==> config.mk <==
export PLATFORM = sky130hd
export DESIGN_NAME = reg_bank_switch
export DESIGN_NICKNAME = d
export VERILOG_FILES = /design/src/rtl/reg_bank_switch.sv
export SDC_FILE = /design/constraint.sdc
export NUM_CORES = 1
export LEC_CHECK = 0
export CAP_MARGIN = 25
export CORE_AREA = 2 2 73 92
export CTS_BUF_LIST = sky130_fd_sc_hd__clkbuf_4
export DETAILED_ROUTE_END_ITERATION = 7
export DIE_AREA = 0 0 75 94
export DONT_BUFFER_PORTS = 1
export MAX_ROUTING_LAYER = met4
export PLACE_DENSITY = 0.64
export SLEW_MARGIN = 0
export SYNTH_ARGS = -nofsm -noshare
export SYNTH_HDL_FRONTEND = slang
export SYNTH_SLANG_ARGS = --single-unit
export TNS_END_PERCENT = 10
==> constraint.sdc <==
create_clock -name sys_clk -period 1.4 [get_ports sys_clk]
set_input_delay 0.28 -clock sys_clk [delete_from_list [all_inputs] [get_ports sys_clk]]
set_output_delay 0.28 -clock sys_clk [all_outputs]
set_load 0.005 [all_outputs]
==> src/rtl/reg_bank_switch.sv <==
// reg_bank_switch
//   Parametrised register bank with a registered N:1 read-select switch.
//   It has one write port, a register-to-register MOV, two independent read
//   ports with write-first bypass, and a registered error pulse.
//
// Ports
//   sys_clk   : clock, all state updates on the rising edge
//   sys_rst   : synchronous reset, active-high
//   wr_en     : write R[wr_sel] with wr_data
//   wr_sel    : write / MOV destination index
//   wr_data   : write data
//   mov_en    : copy R[rd_sel_a] into R[wr_sel] (ignored while wr_en=1)
//   rd_en     : sample both read ports this cycle
//   rd_sel_a  : read port A index, also the MOV source
//   rd_sel_b  : read port B index
//   out_a     : registered read data, port A
//   out_b     : registered read data, port B
//   out_valid : out_a/out_b were updated by the previous cycle's rd_en
//   op_err    : one-cycle pulse for an illegal or conflicting request
module reg_bank_switch #(
  parameter int                DATA_W    = 8,
  parameter int                NUM_REGS  = 4,
  parameter int                SEL_W     = 2,
  parameter logic [DATA_W-1:0] RESET_VAL = '0
) (
  input  logic              sys_clk,
  input  logic              sys_rst,
  input  logic              wr_en,
  input  logic [SEL_W-1:0]  wr_sel,
  input  logic [DATA_W-1:0] wr_data,
  input  logic              mov_en,
  input  logic              rd_en,
  input  logic [SEL_W-1:0]  rd_sel_a,
  input  logic [SEL_W-1:0]  rd_sel_b,
  output logic [DATA_W-1:0] out_a,
  output logic [DATA_W-1:0] out_b,
  output logic              out_valid,
  output logic              op_err
);

  if (NUM_REGS < 2 || SEL_W != $clog2(NUM_REGS)) begin : g_param_check
    $error("reg_bank_switch: SEL_W must equal clog2(NUM_REGS) and NUM_REGS must be >= 2");
  end

  // Index decode done by matching against every legal index, so indices
  // beyond NUM_REGS-1 (non-power-of-2 banks) simply never hit a register.
  function automatic logic in_range(input logic [SEL_W-1:0] sel);
    logic hit;
    hit = 1'b0;
    for (int i = 0; i < NUM_REGS; i++) begin
      if (sel == SEL_W'(i)) hit = 1'b1;
    end
    return hit;
  endfunction

  logic [DATA_W-1:0] regs [NUM_REGS];

  logic              wr_ok_p0;
  logic              mov_ok_p0;
  logic              err_p0;
  logic [DATA_W-1:0] mov_src_p0;
  logic [DATA_W-1:0] rd_b_raw_p0;
  logic [DATA_W-1:0] rd_a_p0;
  logic [DATA_W-1:0] rd_b_p0;

  logic [DATA_W-1:0] out_a_p1;
  logic [DATA_W-1:0] out_b_p1;
  logic              vld_p1;
  logic              err_p1;

  // Stage p0: request decode, register read and write-first bypass
  always_comb begin
    mov_src_p0  = '0;
    rd_b_raw_p0 = '0;
    for (int i = 0; i < NUM_REGS; i++) begin
      if (rd_sel_a == SEL_W'(i)) mov_src_p0  = regs[i];
      if (rd_sel_b == SEL_W'(i)) rd_b_raw_p0 = regs[i];
    end

    // A write always wins; a MOV only runs when no write is requested.
    wr_ok_p0  = wr_en && in_range(wr_sel);
    mov_ok_p0 = mov_en && !wr_en && in_range(wr_sel) && in_range(rd_sel_a);
    err_p0    = (wr_en && (mov_en || !in_range(wr_sel))) ||
                (mov_en && !wr_en && !(in_range(wr_sel) && in_range(rd_sel_a)));

    // Port A's raw read is the MOV source itself, so a MOV onto rd_sel_a
    // leaves port A unchanged; only the write case needs a bypass there.
    rd_a_p0 = mov_src_p0;
    if (wr_ok_p0 && wr_sel == rd_sel_a) rd_a_p0 = wr_data;

    rd_b_p0 = rd_b_raw_p0;
    if (wr_ok_p0 && wr_sel == rd_sel_b) begin
      rd_b_p0 = wr_data;
    end else if (mov_ok_p0 && wr_sel == rd_sel_b) begin
      rd_b_p0 = mov_src_p0;
    end
  end

  // Stage p1: register bank update and registered outputs
  always_ff @(posedge sys_clk) begin
    if (sys_rst) begin
      for (int i = 0; i < NUM_REGS; i++) regs[i] <= RESET_VAL;
      out_a_p1 <= '0;
      out_b_p1 <= '0;
      vld_p1   <= 1'b0;
      err_p1   <= 1'b0;
    end else begin
      for (int i = 0; i < NUM_REGS; i++) begin
        if (wr_ok_p0 && wr_sel == SEL_W'(i)) begin
          regs[i] <= wr_data;
        end else if (mov_ok_p0 && wr_sel == SEL_W'(i)) begin
          regs[i] <= mov_src_p0;
        end
      end
      if (rd_en) begin
        out_a_p1 <= rd_a_p0;
        out_b_p1 <= rd_b_p0;
      end
      vld_p1 <= rd_en;
      err_p1 <= err_p0;
    end
  end

  assign out_a     = out_a_p1;
  assign out_b     = out_b_p1;
  assign out_valid = vld_p1;
  assign op_err    = err_p1;

endmodule

==> out/results.ini <==
[cts]
clockBufferDepth = 2
insertion_delay_ns = 0.36
numCtsBuffers = 5
cts_root_buf = clkbuf_4
cts_tree = done
postCtsHoldBufs = 1
path_clk_slew_ns = 0.14
cts_sinks = 50
htreeDepth = 2

[sta]
worst_slew_pin_slew_ns = 0.546
max_freq_ghz = 0.684
setup_violations = 14
finalHoldViolCount = 16
worst_slack_ns = -0.0627
fin_crit_sh_pct = 104
slew_headroom_pct = 63.5
rsz0062_at_grt = yes
drv_slew = 0
fin_crit_ns = 1.46
holdWs_ns = -0.0282
fin_skew_ns = 0.0100

[routing]
wirelength_mm = 6.57
routedWlPerCell_um = 19.8
num_vias = 2042
drtIter0Drc = 103
ant_nets = 0
drt_drc_violations_left = 0
via_per_inst = 6.15
first_pass_iters = 4

[synth]
async_flop_share_pct = 0
synth_mux_area_share_pct = 20.2
synth.top_cell.area_share_pct = 32.1
ys_types = 35
ys_seq_area_share_pct = 44.1
netlist_area_mm2 = 0.00300
yosysTopAreaCell = edfxtp_1
synth-compound-area-share_pct = 16.2
synth_top_cells_by_area = edfxtp_1 32%, dfxtp_1 12%, mux4_2 7.5%
synth_cells = 248
syn_avg_cell_area_um2 = 12.1
synth-seq-cells = 50
synth_simple_gate_area_share_pct = 11.1
synth_edf_count = 32
synth-warning-count = 0
synthesis.nets = 267
synthAdderAreaFrac_pct = 0
synth_top_family_by_area = multiplexers
synthXorXnorAreaFrac_pct = 3.51
ys.flop_type = edfxtp_1

[die]
rows = 32
io_pins = 37
dieArea_mm2 = 0.00705
core_area_mm2 = 0.00613
dieWidth_um = 75
die_h_um = 94
initial_core_util_pct = 48.9

[final_layout]
fill_cells = 556
drive_gt1_share_pct = 24.3
nNetsFinal = 265
final-seq-area_mm2 = 0.00132
diodes = 0
area_growth_pct = 7.35
multi_input_area_mm2 = 0.00158
layout.cells.non_filler = 332

[worst_setup_path]
worst_r2r_startpoint = regs[3][0]
critPathSlowestCell = mux4_2
crit_arrival_ns = 1.59
critPathBufInv = 0
cp-startpoint = regs[3][0]
r2r_setup_slack_ns = -0.06
crit_path_end_kind = flip-flop
path_cells = mux4_2 > mux2i_1 > nor2_1
worstPathRequired_ns = 1.53
criticalPathCategory = reg2reg
crit_family = multiplexers
worstSetupStartpointType = flip-flop
max_stage_delay_ns = 0.58
path_max_fanout = 6

[pwr]
powerDensity_mw_per_mm2 = 899
p_leak_uw = 0.00112
irDropWorstVdd_uv = 323

[place]
placedCellCount = 323
port-buffer-count = 0
gp_congestion = 0.814
hpwl_mm = 5.11

[grt]
antenna_found_initial = 0
globalRouteOverflowTotal = 0
grt_pass1_vias = 2028
grt_usage_pct = 20.2
grt_pass1_wl_mm = 10.5
grt_max_degree = 34

[hold_path]
hp-start = sys_rst
hp-class = in2reg

[job]
maxCapViolCount = 0

[run_status]
violations = hold timing, setup timing
status = complete, but fails checks

repair_timing:
item | 4_1_cts | 5_1_grt
endpoints found under the setup margin | 15 | 18
setup buffers | 0 | 0
resized for setup | 5 | 2
pin swaps | 7 | 5
hold endpoints to repair | 17 | 16
flip-flops by register name, summed over array words and instances, names as in the netlist:
name	flops
op_err	1
out_a	8
out_b	8
out_valid	1
regs	32
path summary, 6_finish.rpt:
path                            cells past startpoint         end
worst max-delay path                                3  regs[1][0]
worst min-delay path                                1    out_b[7]
worst max register to register                      3  regs[1][0]
worst min register to register                      2    out_a[1]
synthesized netlist by cell type (all sizes together) (3+ instances only):
cell    instances
nor2           33
edfxtp         32
mux2i          28
a211oi         26
dfxtp          18
buf            13
clkbuf         11
mux4           10
a22o            8
a311oi          8
a41oi           8
nand4           8
o31a            8
mux2            6
nand2           5
nor2b           4
nor3            4
xnor2           4
nand2b          3
cell families after synthesis:
group | Yosys count
AND/OR/NAND/NOR | 65
multiplexers | 44
AO/OA/AOI/OAI | 59
buffers and inverters | 24
flip-flops | 50
XOR/XNOR | 6
area by class of cell:
type	instances	area share (%)
well taps	85	3.31
multi-input cells	174	49.2
clock inverters	2	0.272
clock buffers	6	1.40
flip-flops and latches	50	41.1
repair buffers	15	4.75
through the flow:
stage	util [%]	setup WS [ns]	cell area, µm²	power (µW)	TNS, ns
2_1_floorplan	-	-0.0731	3000	2200	-0.871
3_3_place_gp	50.6	-0.0135	3100	2230	-0.0188
3_5_place_dp	50.6	-0.0301	3100	2240	-0.0851
4_1_cts	52.2	-0.0585	3200	2900	-0.316
5_1_grt	52.5	-0.0897	3220	3010	-1.03
6_report	52.5	-0.0627	3220	2890	-0.452
metal layers:
| layer | vias to the layer above | routed length [µm] | share of wire, % | track usage [%] |
|---|---|---|---|---|
| li1 | 979 | - | - | - |
| met1 | 1006 | 2870 | 44 | 24.8 |
| met2 | 51 | 3330 | 51 | 33.6 |
| met3 | 6 | 294 | 4.5 | 4.40 |
| met4 | 0 | 70 | 1.1 | 4.91 |
| met5 | - | 0 | 0 | - |
layout by cell type, fill, tap and decap left out, types with 3 or more instances in the layout:
cell / n
nor2_1: 32
edfxtp_1: 32
a211oi_1: 26
mux2i_1: 22
dfxtp_1: 18
buf_4: 11
mux4_2: 10
o31a_1: 8
nand4_1: 8
a311oi_1: 8
a22o_1: 7
a41oi_2: 7
mux2_2: 6
clkbuf_4: 6
nand2_1: 5
mux2i_2: 5
nor2b_1: 4
nor3_1: 4
nand2b_1: 3
buf_12: 3
where the power goes:
group,total [µW],switching (µW),internal (µW)
Sequential,1720,54.0,1660
Combinational,524,259,265
Clock,651,442,209
Total,2890,755,2140
(Power assumes the default switching activity.)
